`config.mk`:
```
export PLATFORM = sky130hd
export DESIGN_NAME = riscv_mem_arbiter
export DESIGN_NICKNAME = d
export VERILOG_FILES = /design/src/rtl/riscv_mem_arbiter.sv
export SDC_FILE = /design/constraint.sdc
export NUM_CORES = 1
export LEC_CHECK = 0
export ABC_AREA = 0
export CAP_MARGIN = 20
export CORE_MARGIN = 5
export CORE_UTILIZATION = 30
export CTS_CLUSTER_SIZE = 12
export DETAILED_ROUTE_END_ITERATION = 8
export PLACE_DENSITY = 0.72
export SLEW_MARGIN = 20
export SYNTH_ARGS = -nofsm -noshare
export SYNTH_HDL_FRONTEND = slang
export SYNTH_SLANG_ARGS = --single-unit
```
`constraint.sdc`:
```
create_clock -name clk -period 3.2 [get_ports clk]
set_input_delay 0.32 -clock clk [delete_from_list [all_inputs] [get_ports clk]]
set_output_delay 0.32 -clock clk [all_outputs]
set_load 0.005 [all_outputs]
```
`src/rtl/riscv_mem_arbiter.sv`:
```
// rtl/riscv_mem_arbiter.sv - shared backing-memory port arbiter for the Riscv151 fetch and data requesters
//
// Purpose:
//   Multiplexes the instruction-fetch requester (ic, read-only) and the data
//   requester (dc, read/write with byte enables) onto one memory port. Only one
//   transaction is outstanding at a time, sequenced by IDLE -> REQ -> (RESP) -> IDLE.
//   dc has fixed priority over ic. A streak counter bounds how many consecutive
//   dc grants may be made while ic is waiting, so fetch cannot starve.
//
// Ports:
//   clk, reset          clock, synchronous active-high reset
//   ic_req_*            fetch request (valid/ready/addr)
//   ic_resp_*           fetch response (one-cycle valid pulse, held data)
//   dc_req_*            data request (valid/ready/addr/we/wdata); we = 0 means read
//   dc_resp_*           data response (one-cycle valid pulse; data is 0 for stores)
//   mem_req_*           memory request, fields held stable until mem_req_ready
//   mem_resp_*          memory read data return (only honoured in RESP)
//   busy                high whenever the FSM is not in IDLE
//
// Optional feature (macro RISCV_MEM_ARB_PERF_EN):
//   ic_grant_cnt, dc_grant_cnt  accepted requests per requester
//   ic_stall_cnt                cycles with ic_req_valid high and ic_req_ready low
//   All three are 32-bit wrapping counters cleared by reset. Arbitration is
//   identical whether or not the macro is defined.

module riscv_mem_arbiter #(
  parameter int ADDR_WIDTH    = 32,
  parameter int DATA_WIDTH    = 32,
  parameter int MAX_DC_STREAK = 4
) (
  input  logic                    clk,
  input  logic                    reset,

  input  logic                    ic_req_valid,
  output logic                    ic_req_ready,
  input  logic [ADDR_WIDTH-1:0]   ic_req_addr,
  output logic                    ic_resp_valid,
  output logic [DATA_WIDTH-1:0]   ic_resp_data,

  input  logic                    dc_req_valid,
  output logic                    dc_req_ready,
  input  logic [ADDR_WIDTH-1:0]   dc_req_addr,
  input  logic [DATA_WIDTH/8-1:0] dc_req_we,
  input  logic [DATA_WIDTH-1:0]   dc_req_wdata,
  output logic                    dc_resp_valid,
  output logic [DATA_WIDTH-1:0]   dc_resp_data,

  output logic                    mem_req_valid,
  input  logic                    mem_req_ready,
  output logic [ADDR_WIDTH-1:0]   mem_req_addr,
  output logic [DATA_WIDTH/8-1:0] mem_req_we,
  output logic [DATA_WIDTH-1:0]   mem_req_wdata,
  input  logic                    mem_resp_valid,
  input  logic [DATA_WIDTH-1:0]   mem_resp_data,

  output logic                    busy
`ifdef RISCV_MEM_ARB_PERF_EN
  ,
  output logic [31:0]             ic_grant_cnt,
  output logic [31:0]             dc_grant_cnt,
  output logic [31:0]             ic_stall_cnt
`endif
);

  localparam int BE_WIDTH     = DATA_WIDTH / 8;
  localparam int STREAK_WIDTH = $clog2(MAX_DC_STREAK + 1);
  localparam logic [STREAK_WIDTH-1:0] STREAK_LIMIT = STREAK_WIDTH'(MAX_DC_STREAK);

  localparam logic [1:0] ST_IDLE = 2'd0;
  localparam logic [1:0] ST_REQ  = 2'd1;
  localparam logic [1:0] ST_RESP = 2'd2;

  logic [1:0]              state;
  logic [STREAK_WIDTH-1:0] streak;
  logic [STREAK_WIDTH-1:0] streak_inc;
  logic                    owner_dc;
  logic [ADDR_WIDTH-1:0]   req_addr;
  logic [BE_WIDTH-1:0]     req_we;
  logic [DATA_WIDTH-1:0]   req_wdata;

  logic in_idle;
  logic dc_wins;
  logic ic_wins;
  logic dc_accept;
  logic ic_accept;
  logic req_is_write;

  // ---------------------------------------------------------------------------
  // Arbitration
  // ---------------------------------------------------------------------------
  // dc wins unless ic is also waiting and dc has already used its full streak.
  assign in_idle   = (state == ST_IDLE);
  assign dc_wins   = dc_req_valid && (!ic_req_valid || (streak < STREAK_LIMIT));
  assign ic_wins   = ic_req_valid && !dc_wins;

  assign dc_req_ready = in_idle && dc_wins;
  assign ic_req_ready = in_idle && ic_wins;

  assign dc_accept = dc_req_valid && dc_req_ready;
  assign ic_accept = ic_req_valid && ic_req_ready;

  // ic transactions always latch we = 0, so a non-zero mask means a dc store.
  assign req_is_write = |req_we;

  assign streak_inc = (streak >= STREAK_LIMIT) ? STREAK_LIMIT
                                               : streak + STREAK_WIDTH'(1);

  // ---------------------------------------------------------------------------
  // Memory-side outputs come straight from the latched request
  // ---------------------------------------------------------------------------
  assign mem_req_valid = (state == ST_REQ);
  assign mem_req_addr  = req_addr;
  assign mem_req_we    = req_we;
  assign mem_req_wdata = req_wdata;
  assign busy          = !in_idle;

  // ---------------------------------------------------------------------------
  // Transaction FSM, request latch, streak counter and response registers
  // ---------------------------------------------------------------------------
  always_ff @(posedge clk) begin
    if (reset) begin
      state         <= ST_IDLE;
      streak        <= '0;
      owner_dc      <= 1'b0;
      req_addr      <= '0;
      req_we        <= '0;
      req_wdata     <= '0;
      ic_resp_valid <= 1'b0;
      ic_resp_data  <= '0;
      dc_resp_valid <= 1'b0;
      dc_resp_data  <= '0;
    end else begin
      // Response valids are single-cycle pulses; data registers hold.
      ic_resp_valid <= 1'b0;
      dc_resp_valid <= 1'b0;

      case (state)
        ST_IDLE: begin
          if (dc_accept) begin
            owner_dc  <= 1'b1;
            req_addr  <= dc_req_addr;
            req_we    <= dc_req_we;
            req_wdata <= dc_req_wdata;
            // The streak only grows while ic is actually being held off.
            streak    <= ic_req_valid ? streak_inc : '0;
            state     <= ST_REQ;
          end else if (ic_accept) begin
            owner_dc  <= 1'b0;
            req_addr  <= ic_req_addr;
            req_we    <= '0;
            req_wdata <= '0;
            streak    <= '0;
            state     <= ST_REQ;
          end
        end

        ST_REQ: begin
          if (mem_req_ready) begin
            if (req_is_write) begin
              // Stores are posted: complete as soon as memory takes the request.
              dc_resp_valid <= 1'b1;
              dc_resp_data  <= '0;
              state         <= ST_IDLE;
            end else begin
              state <= ST_RESP;
            end
          end
        end

        ST_RESP: begin
          if (mem_resp_valid) begin
            if (owner_dc) begin
              dc_resp_valid <= 1'b1;
              dc_resp_data  <= mem_resp_data;
            end else begin
              ic_resp_valid <= 1'b1;
              ic_resp_data  <= mem_resp_data;
            end
            state <= ST_IDLE;
          end
        end

        default: begin
          state <= ST_IDLE;
        end
      endcase
    end
  end

`ifdef RISCV_MEM_ARB_PERF_EN
  // ---------------------------------------------------------------------------
  // Performance counters (wrap naturally at 2^32)
  // ---------------------------------------------------------------------------
  always_ff @(posedge clk) begin
    if (reset) begin
      ic_grant_cnt <= '0;
      dc_grant_cnt <= '0;
      ic_stall_cnt <= '0;
    end else begin
      if (ic_accept) begin
        ic_grant_cnt <= ic_grant_cnt + 32'd1;
      end
      if (dc_accept) begin
        dc_grant_cnt <= dc_grant_cnt + 32'd1;
      end
      if (ic_req_valid && !ic_req_ready) begin
        ic_stall_cnt <= ic_stall_cnt + 32'd1;
      end
    end
  end
`endif

endmodule

```
Word-level counts from Yosys, hierarchy flattened

Cells that the tools add are included.
Widths: inputs -> output; s select.

Bits in registers: 140
Input port bits: 138
Output and inout port bits: 138
Word-level logic and storage cells: 71

Add/subtract/negate cells: 1
Order comparisons: 2
Equal/unequal tests: 7
Muxes and demuxes: 29
Bitwise logic cells: 3
Reduce and logical (&&, ||, !) cells: 19

Operators with widths:

| cell                | number |
|---|---|
| $mux 32             | 8 |
| $pmux 32 s2         | 1 |
| $mux 3              | 4 |
| $mux 2              | 5 |
| $mux 4              | 2 |
| $mux 1              | 7 |
| $logic_and 1x1->1   | 6 |
| $pmux 2 s3          | 1 |
| $reduce_and 3->1    | 2 |
| $reduce_and 5->1    | 1 |
| $ne 2x1->1 const B  | 2 |
| $ne 2x2->1 const B  | 2 |
| $reduce_bool 2->1   | 2 |
| $reduce_or 4->1     | 1 |
| $add 3x1->3 const B | 1 |
| $ge 3x3->1 const B  | 1 |
| $logic_not 1->1     | 3 |
| $lt 3x3->1 const B  | 1 |
| $ne 3x1->1 const B  | 1 |
| $not 1->1           | 3 |
| $reduce_or 3->1     | 1 |
| $eq 2x1->1 const B  | 1 |
| $eq 2x2->1 const B  | 1 |
| $logic_not 2->1     | 1 |
| other kinds (3)     | 3 |

Longest topological paths before layout

Gate-level depths: netlist of the first run.

Depth in word-level cells: 10
Depth in mapped cells: 9
Gate-level depth less buffers: 6

Worst setup path before layout of the first run

No wires, ideal clock.

Path kind: reg-to-reg
From: register state[0]
To: register dc_resp_data[10]
Library setup time: 0.070 ns
Data arrival time: 1.696 ns
Required time: 3.130 ns
Setup slack: 1.434 ns
Cell stages (with the launch flop): 9
Buffers on the path: 2
Period minus slack after synthesis: 1.766 ns
Path through: dfxtp_1 inv_1 ha_1 buf_6 a21boi_4 a2111oi_4 buf_6 nand3_1 a21oi_1

Cells in the longest elaborated chain, start to end: 3
Elaborated cells on any way between the ends: 9
Those cells by class: 6 x eq/ne; 1 x mux; 2 x reduce/logical

RTL lines:

| what                                                      | line | source |
|---|---|---|
| start: declaration                                        | 73   | `logic [1:0] state;` |
| start signal: assignment                                  | 122  | `state <= ST_IDLE;` |
| start signal: assignment                                  | 146  | `state <= ST_REQ;` |
| start signal: assignment                                  | 153  | `state <= ST_REQ;` |
| $eq 2x2->1 or $eq 2x1->1 (tied branches)                  | 137  | `case (state)` |
| $ne 2x2->1 (no source line), or another cell as far along | --   |  |
| $reduce_and 5->1 (no source line)                         | --   |  |
| end signal: assignment                                    | 174  | `dc_resp_data <= mem_resp_data;` |
| end: declaration                                          | 46   | `output logic [DATA_WIDTH-1:0] dc_resp_data,` |

Parallel ways exist; a longest one is shown, timed or not.
A chain may end at the register's enable or synchronous reset.

Worst setup path in the final report of the first run

From: register state[1]
To: output ic_req_ready

Cells in the longest elaborated chain, start to end: 2

RTL lines:

| what              | line | source |
|---|---|---|
| $logic_not 2->1   | 92   | `assign in_idle = (state == ST_IDLE);` |
| $logic_and 1x1->1 | 97   | `assign ic_req_ready = in_idle && ic_wins;` |
| end: declaration  | 35   | `output logic ic_req_ready,` |

Every way passes these cells.

==> run_results.csv, run 1 <==
group,metric,value,unit
outcome,status,"finished clean",
clocking,ctsHtreeMaxLevel,4,
route,drt-wirelength-per-cell,15.8,µm
clocking,cts_root_buf,"clkbuf_16",
worst_hold_path,hold_path.class,"primary input to flop",
timing,rsz0062_at_grt,"no",
route,vias,5649,
setup_path,setup.worst_path.start_class,"flop",
setup_path,critPathKind,"flop to output port",
timing,min_period_over_period,73.2,%
clocking,ctsLongestPathBuffers,2,
die,num_rows,49,
place,pre_cts_slack,0.818,ns
timing,slew_violations,0,
clocking,cts_tree,"yes",
setup_path,required,2.88,ns
die,dieArea,20900,µm²
timing,min_period,2.34,ns
layout,final_common_cell,"clkdlybuf4s50_1",
power,ir_drop,0.000357,V
power,p_comb_share,25.8,%
layout,fillCellCount,1679,
power,netSwitchingFraction,30.6,%
yosys,synth_cells,678,
timing,timing.final.ws_setup,0.858,ns
clocking,cts_hold_buf,0,
power,pwr-share-clk,37.4,%
timing,fin_hold_ws,0.193,ns
clocking,cts.clk_slew.worst_paths,0.06,ns
global_routing,grt_overflow,0,
timing,hold_viol_final,0,
setup_path,worst_ep_arrival_time,2.02,ns
layout,final_nets,1066,
timing,worst_pin_slew,0.614,ns
clocking,clock_sinks,140,
power,p_int,3.77,mW
clocking,post-cts-setup-buffer-count,0,
layout,drive_gt1_share,5.67,%
route,routed_wl,18400,µm
global_routing,grt_pass1_wl,27900,µm
timing,relSlewSlack,59.1,%
die,die_w,145,µm
die,initial_core_util,30.4,%
route,via_per_inst,4.85,
yosys,ys_seq_area_share,51.5,%
global_routing,grt_pass1_vias,5383,
power,p_seq_share,36.9,%
setup_path,r2r_setup_slack,1.20,ns
flow_run,maxCapViolCount,0,
route,postRouteAntennaNets,0,
clocking,postCtsResizedCells,0,
yosys,ys_ff_latch,140,
setup_path,endpoint_kind,"output port",
place,placed_area,8330,µm²
yosys,avgSynthCellArea,8.03,µm²
die,dieHeight,145,µm
global_routing,gr-usage-all-layers,16.8,%
power,power.switching,1.66,mW
die,ios,276,
yosys,synth_fp_nets,822,
timing,fin_setup_tns,0,ns
die,placeableCoreArea,17900,µm²
route,drc,0,
global_routing,antenna_found_initial,0,
layout,syn2layout_area_growth,64.3,%
layout,antenna-diode-count,0,
route,drt_iter0_drc,229,
yosys,synth_cell_types,27,
clocking,clock_latency,0.42,ns
yosys,netlist_area,5440,µm²
layout,final_cell_mix,"clkdlybuf4s50_1, nand2_1, dfxtp_1",
route,drt_first_pass_iters,6,
place,gp_congestion,0.784,
timing,max_freq,0.427,GHz
clocking,numCtsBuffers,17,
place,portBuffers,275,
layout,stdcell_area,8940,µm²
global_routing,grt_start_max_net_pins,102,
power,powerDensity,608,nW/µm²
timing,setup_viol,0,
place,dp.cells,1132,
setup_path,crit_fanout,5,
timing,clock_skew,0.00826,ns
yosys,synth-warning-count,0,
power,power.leakage,3.11,nW
layout,fin_cells,1164,
place,dp_hpwl,12800,µm
[stage by stage]
stage | total power [mW] | util (%)
3_3_place_gp | 3.45 | 46.5
6_report | 5.43 | 49.9
3_5_place_dp | 3.45 | 46.5
4_1_cts | 5.50 | 49.9
2_1_floorplan | 2.75 | -
5_1_grt | 5.70 | 49.9
[critical path, stage by stage (launching register included)]
cell and delay (ns):
dfxtp_1 0.31, inv_1 0.11, ha_1 0.40, nand2_2 0.11
a21oi_1 0.13, clkdlybuf4s50_1 0.54
[path summary, 6_finish.rpt]
path | start | depth (start not counted) | endpoint
worst min-delay path | reset | 2 | mem_req_addr[18]
worst max register to register | state[1] | 6 | dc_resp_data[16]
worst max-delay path | state[1] | 5 | ic_req_ready
worst min register to register | dc_resp_data[15] | 2 | dc_resp_data[15]
[cell type report]
type / instances / area, µm² / share of cell area [%]
multi-input combinational: 467 / 2340 / 26.2
clock inverter: 13 / 154 / 1.72
tap: 229 / 287 / 3.21
timing repair buffer: 287 / 2870 / 32.1
sequential: 140 / 2800 / 31.4
clock buffer: 19 / 453 / 5.07
inverter: 9 / 33.8 / 0.378
[synth_stat cells]
cell	count	area, µm²
o21ai_1	1	5.00
clkbuf_1	41	154
a2111o_1	1	11.3
buf_6	4	45.0
buf_1	3	11.3
mux2i_1	2	20.0
ha_1	6	75.1
dfxtp_1	140	2800
a22oi_1	2	15.0
a21boi_4	1	18.8
nand3b_1	1	7.51
a211oi_1	1	7.51
buf_2	14	70.1
nand3_1	102	510
nor4_2	1	12.5
nor2_1	40	150
inv_1	8	30.0
a221oi_1	1	8.76
nand2_1	169	634
a21oi_1	102	510
a311oi_1	32	280
nor3b_1	1	7.51
a2111oi_4	1	27.5
nor2b_1	1	6.26
mux2_1	1	11.3
inv_2	1	3.75
or2_1	1	6.26
[power by group through the flow]
| stage | clock, mW | combinational [mW] | sequential, mW |
|---|---|---|---|
| 6_report | 2.03 | 1.40 | 2.00 |
| 5_1_grt | 2.15 | 1.53 | 2.02 |
| 4_1_cts | 2.08 | 1.42 | 2.01 |
| 3_5_place_dp | 0 | 1.41 | 2.04 |
| 3_3_place_gp | 0 | 1.41 | 2.04 |
| 2_1_floorplan | 0 | 0.699 | 2.05 |
[logic make-up (layout without fill, tap and decap cells)]
family | count (synthesis) | after routing | share of synthesized area [%]
AO/OA/AOI/OAI | 142 | 142 | 16.3
adder cells (fa/ha/maj) | 6 | 6 | 1.38
buffers and inverters | 71 | 328 | 5.77
flip-flops | 140 | 140 | 51.5
multiplexers | 3 | 3 | 0.575
AND/OR/NAND/NOR | 316 | 316 | 24.5
[state kept, by name, indices dropped and copies added (netlist names)]
signal / cells
dc_resp_data: 32
ic_resp_data: 32
mem_req_addr: 32
mem_req_wdata: 32
mem_req_we: 4
streak: 3
state: 2
dc_resp_valid: 1
ic_resp_valid: 1
owner_dc: 1
[routing by layer]
layer	vias to the layer above	track usage (%)	wire [µm]
met3	17	7.66	2250
li1	2803	-	-
met1	2596	20.0	7470
met5	-	0	0
met2	233	27.3	8430
met4	0	4.91	268
Note: power is estimated with default switching activity, not from simulation.
==> run 2, diff against run 1 <==
PLACE_DENSITY = 0.75   (was 0.72)
clock period = 2.15 ns   (was 3.2 ns; I/O delays follow)
==> run 2 against run 1 <==
- sequential power increased by 49%
- clock power increased by 46%
- clock skew decreased by 0.0013 ns
- critical path depth unchanged
- first-iteration DRC count increased by 4.4%
- total power increased by 50%
- global-route usage increased by 0.29 points
- routed wire length decreased by 1.0%
- design area increased by 0.66%
- die area unchanged
- critical path type unchanged
- critical endpoint is now busy
- largest cell class unchanged
==> run_results.csv, run 2 (synthesis results as in run 1) <==
group,metric,value,unit
global_routing,antenna_found_initial,0,
route,drc,0,
global_routing,grt_pass1_vias,5554,
setup_path,path_cells,"inv_1, ha_4, buf_4, inv_1, clkdlybuf4s50_1",
clocking,cts_root_buf,"clkbuf_16",
route,via_per_inst,4.88,
global_routing,met3_usage,7.10,%
timing,setup_viol,0,
layout,final_nets,1070,
layout,antenna-diode-count,0,
global_routing,grt_pass1_wl,28300,µm
global_routing,grt_overflow,0,
timing,relSlewSlack,50.6,%
power,power.leakage,3.16,nW
clocking,ctsHtreeMaxLevel,4,
place,portBuffers,275,
die,ios,276,
die,dieHeight,145,µm
setup_path,timing.rr.start,"state[0]",
setup_path,endpoint_kind,"output port",
layout,drive_gt1_share,6.07,%
route,drt_first_pass_iters,4,
place,placed_area,8390,µm²
timing,hold_viol_final,0,
power,p_int,5.55,mW
worst_hold_path,min_path_cells,3,
global_routing,grt_start_max_net_pins,141,
power,ir_drop,0.000511,V
clocking,ctsLongestPathBuffers,2,
power,p_seq_share,36.6,%
power,p_total,8.14,mW
clocking,clock_latency,0.42,ns
timing,clock_skew,0.00691,ns
layout,fillCellCount,1707,
place,gp_congestion,0.812,
layout,stdcell_area,9000,µm²
die,num_rows,49,
setup_path,crit_fanout,8,
layout,syn2layout_area_growth,65.3,%
timing,worst_pin_slew,0.741,ns
layout,final_cell_mix,"clkdlybuf4s50_1, nand2_1, dfxtp_1",
timing,min_period_over_period,93.9,%
die,initial_core_util,30.4,%
setup_path,r2r_setup_slack,0.27,ns
setup_path,crit_top_cell,"inv_1",
setup_path,required,1.93,ns
route,vias,5703,
power,pwr-share-clk,36.5,%
timing,max_freq,0.495,GHz
clocking,cts_tree,"yes",
global_routing,met2_usage,28.0,%
die,placeableCoreArea,17900,µm²
power,powerDensity,904,nW/µm²
setup_path,rr_endpoint,"dc_resp_data[14]",
worst_hold_path,hold_path_end,"mem_req_wdata[0]",
global_routing,grt_use_met1,20.0,%
worst_hold_path,hold_path.class,"primary input to flop",
route,routed_wl,18200,µm
outcome,status,"finished clean",
layout,final_common_cell,"clkdlybuf4s50_1",
die,die_w,145,µm
setup_path,critPathKind,"flop to output port",
setup_path,worst_ep_arrival_time,1.80,ns
layout,fin_util,50.3,%
clocking,cts.clk_slew.worst_paths,0.07,ns
clocking,numCtsBuffers,17,
global_routing,gr-usage-all-layers,17.1,%
setup_path,slowest_stage,"clkdlybuf4s50_1",
route,drt_iter0_drc,239,
setup_path,max_stage_delay,0.49,ns
worst_hold_path,hp-start,"dc_req_wdata[0]",
global_routing,busiest_layer,"met2",
timing,fin_setup_tns,0,ns
power,power.switching,2.58,mW
setup_path,setup.worst_path.start_class,"flop",
setup_path,r2r_cells,7,
power,p_comb_share,26.8,%
clocking,clock_sinks,140,
place,dp_hpwl,12600,µm
flow_run,maxCapViolCount,0,
timing,min_period,2.02,ns
die,dieArea,20900,µm²
power,netSwitchingFraction,31.7,%
route,drt-wirelength-per-cell,15.6,µm
timing,slew_violations,0,
timing,rsz0062_at_grt,"no",
route,postRouteAntennaNets,0,
-- run 2: cell count changes in the layout (fill, tap and decap cells not counted), moves of 2 or more --
cell,delta
clkbuf_8,-2
inv_6,+2
buf_12,+2
buf_4,+2
clkinvlp_4,-3
inv_8,+4
-- run 2: repair_timing --
item / in CTS / in global routing
setup endpoints to repair: 3 / 1
resized for setup: 2 / 1
hold buffers: 0 / 0
buffers inserted: 0 / 0
-- run 2: final cells by class --
cell class                 count  area, µm²  share of cell area [%]
timing repair buffer         291       2920                    32.5
sequential                   140       2800                    31.1
multi-input combinational    467       2360                    26.2
clock buffer                  17        425                    4.73
tap                          229        287                    3.18
clock inverter                15        171                    1.90
inverter                       9       33.8                   0.375
-- run 2: how the worst max path moves through the flow --
stage | start | to | slack, ns | cells past startpoint
floorplan | state[0] | dc_resp_data[10] | 0.38 | 8
global placement | ic_req_valid | mem_req_addr[6] | 0.14 | 6
detailed placement | ic_req_valid | state[1] | 0.15 | 5
CTS | state[0] | ic_req_ready | 0.01 | 5
global route | state[0] | busy | 0.03 | 5
finish | state[0] | busy | 0.13 | 5
-- run 2: power by group through the flow --
stage | Sequential [mW] | Clock [mW] | Combinational [mW]
3_5_place_dp | 3.04 | 0 | 2.18
3_3_place_gp | 3.03 | 0 | 2.17
5_1_grt | 3.01 | 3.16 | 2.41
2_1_floorplan | 3.05 | 0 | 1.04
6_report | 2.98 | 2.97 | 2.18
4_1_cts | 2.98 | 3.07 | 2.21
-- run 2: critical path, delay by kind of cell, from the launching register on --
kind / cells / cell delay [ns]
fa+ha+maj: 1 / 0.21
buf+inv: 4 / 0.82
flops: 1 / 0.36
-- run 2: layer usage --
layer	vias to the layer above	wire length, µm	part of all wire [%]
met1	2630	7440	41
met3	24	1980	11
met4	0	320	1.8
li1	2821	-	-
met2	228	8480	47
met5	-	0	0
-- run 2: stage by stage --
stage / setup WS (ns) / hold slack (ns) / instances
2_1_floorplan: 0.384 / 0.351 / 678
3_3_place_gp: 0.136 / 0.437 / 1136
3_5_place_dp: 0.153 / 0.444 / 1136
4_1_cts: 0.0102 / 0.321 / 1168
5_1_grt: 0.0323 / 0.323 / 1168
6_report: 0.131 / 0.342 / 1168
==> run 3, diff against run 2 <==
--- a/config.mk
+++ b/config.mk
@@ -8,2 +8,3 @@
 export ABC_AREA = 0
+export ABC_CLOCK_PERIOD_IN_PS = 2150
 export CAP_MARGIN = 20
--- a/constraint.sdc
+++ b/constraint.sdc
@@ -3,2 +3,2 @@
 set_output_delay 0.215 -clock clk [all_outputs]
-set_load 0.005 [all_outputs]
+set_load 0.1 [all_outputs]
==> run 3 against run 2 <==
- register-to-register slack is essentially flat
- utilization shrank 1.6 points
- largest cell class is now flip-flops and latches
- first-iteration DRC count grew 2.1%
- via count shrank 0.47%
- largest power group is now combinational logic
- sequential power is essentially flat
==> run_results.csv, run 3 (synthesis results as in run 1) <==
group,metric,value,unit
outcome,status,"finished clean",
timing,fin_hold_ws,0.0589,ns
setup_path,setup.worst_path.start_class,"flop",
setup_path,slowest_stage,"ha_2",
clocking,clock_latency,0.42,ns
timing,hold_viol_final,0,
timing,min_period,1.99,ns
timing,max_freq,0.502,GHz
clocking,cts_hold_buf,0,
power,ir_drop,0.000569,V
setup_path,critPathBufInv,3,
flow_run,maxCapViolCount,0,
layout,final_nets,1071,
die,ios,276,
timing,setup_viol,0,
route,vias,5676,
layout,drive_gt1_share,21.1,%
setup_path,path_cells,"inv_1, ha_2, nand3_4, inv_2, buf_12",
die,die_w,145,µm
timing,clock_skew,0.0134,ns
global_routing,gr-usage-all-layers,16.7,%
global_routing,antenna_found_initial,0,
clocking,ctsLongestPathBuffers,2,
timing,worst_pin_slew,0.544,ns
clocking,cts.clk_slew.worst_paths,0.07,ns
worst_hold_path,hold_path.class,"primary input to flop",
route,drt_iter0_drc,244,
route,drt-wirelength-per-cell,15.6,µm
setup_path,critPathKind,"flop to output port",
route,drc,0,
die,initial_core_util,30.4,%
setup_path,endpoint_kind,"output port",
route,routed_wl,18200,µm
clocking,cts_tree,"yes",
route,postRouteAntennaNets,0,
power,powerDensity,1120,nW/µm²
die,dieHeight,145,µm
layout,antenna-diode-count,0,
timing,relSlewSlack,63.4,%
die,num_rows,49,
layout,final_common_cell,"nand2_1",
global_routing,grt_start_max_net_pins,72,
clocking,clock_sinks,140,
setup_path,worst_ep_arrival_time,1.78,ns
layout,syn2layout_area_growth,60.0,%
timing,rsz0062_at_grt,"no",
place,dp_hpwl,12900,µm
route,via_per_inst,4.86,
clocking,numCtsBuffers,17,
die,placeableCoreArea,17900,µm²
place,portBuffers,275,
timing,fin_setup_tns,0,ns
setup_path,max_stage_delay,0.34,ns
place,gp_congestion,0.762,
setup_path,crit_fanout,12,
clocking,cts_root_buf,"clkbuf_16",
global_routing,grt_pass1_wl,27600,µm
layout,fillCellCount,1695,
route,drt_first_pass_iters,4,
setup_path,r2r_setup_slack,0.27,ns
global_routing,grt_overflow,0,
timing,slew_violations,0,
die,dieArea,20900,µm²
global_routing,grt_pass1_vias,5379,
clocking,ctsHtreeMaxLevel,4,
setup_path,required,1.93,ns
setup_path,path_delay_family,"buffers and inverters",
layout,final_cell_mix,"nand2_1, buf_4, dfxtp_1",
timing,min_period_over_period,92.6,%
power,power.leakage,3.42,nW
run 3: final timing paths:
kind | cells past startpoint | start | to
max | 5 | state[0] | dc_req_ready
min reg2reg | 2 | dc_resp_data[30] | dc_resp_data[30]
max reg2reg | 7 | state[1] | dc_resp_data[20]
min | 2 | reset | mem_req_addr[0]
run 3: metrics by stage:
| step | power (mW) | instance area, µm² | setup slack [ns] | utilization (%) | std cells |
|---|---|---|---|---|---|
| 2_1_floorplan | 5.91 | 5460 | 0.0169 | - | 678 |
| 3_3_place_gp | 6.99 | 8130 | 0.234 | 45.4 | 1137 |
| 3_5_place_dp | 7.01 | 8130 | 0.248 | 45.4 | 1137 |
| 4_1_cts | 9.90 | 8700 | 0.0393 | 48.6 | 1169 |
| 5_1_grt | 10.2 | 8710 | 0.0503 | 48.7 | 1169 |
| 6_report | 9.78 | 8710 | 0.159 | 48.7 | 1169 |
run 3: power by group:
group / internal [mW] / leakage (nW) / switching (mW)
sequential: 2.85 / 1.14 / 0.140
combinational: 1.01 / 1.99 / 2.96
clock: 1.54 / 0.282 / 1.29
total: 5.40 / 3.42 / 4.39
run 3: cell type report:
type	instances	area, µm²	area share [%]
tap	229	287	3.29
inverter	9	33.8	0.388
timing repair buffer	292	2660	30.5
multi-input combinational	467	2360	27.1
clock buffer	17	425	4.88
sequential	140	2800	32.2
clock inverter	15	146	1.68
run 3: repair_timing:
item                                    CTS  global route
endpoints found under the setup margin    1             1
gates cloned                              0             0
setup buffers                             0             0
gates resized for setup                   1             1
run 3: metal layers:
metal	track usage [%]	vias up	wire, µm	share of wire (%)
li1	-	2822	-	-
met3	7.26	18	1990	11
met1	19.2	2610	7280	40
met5	0	-	0	0
met2	27.9	226	8630	47
met4	5.74	0	283	1.6
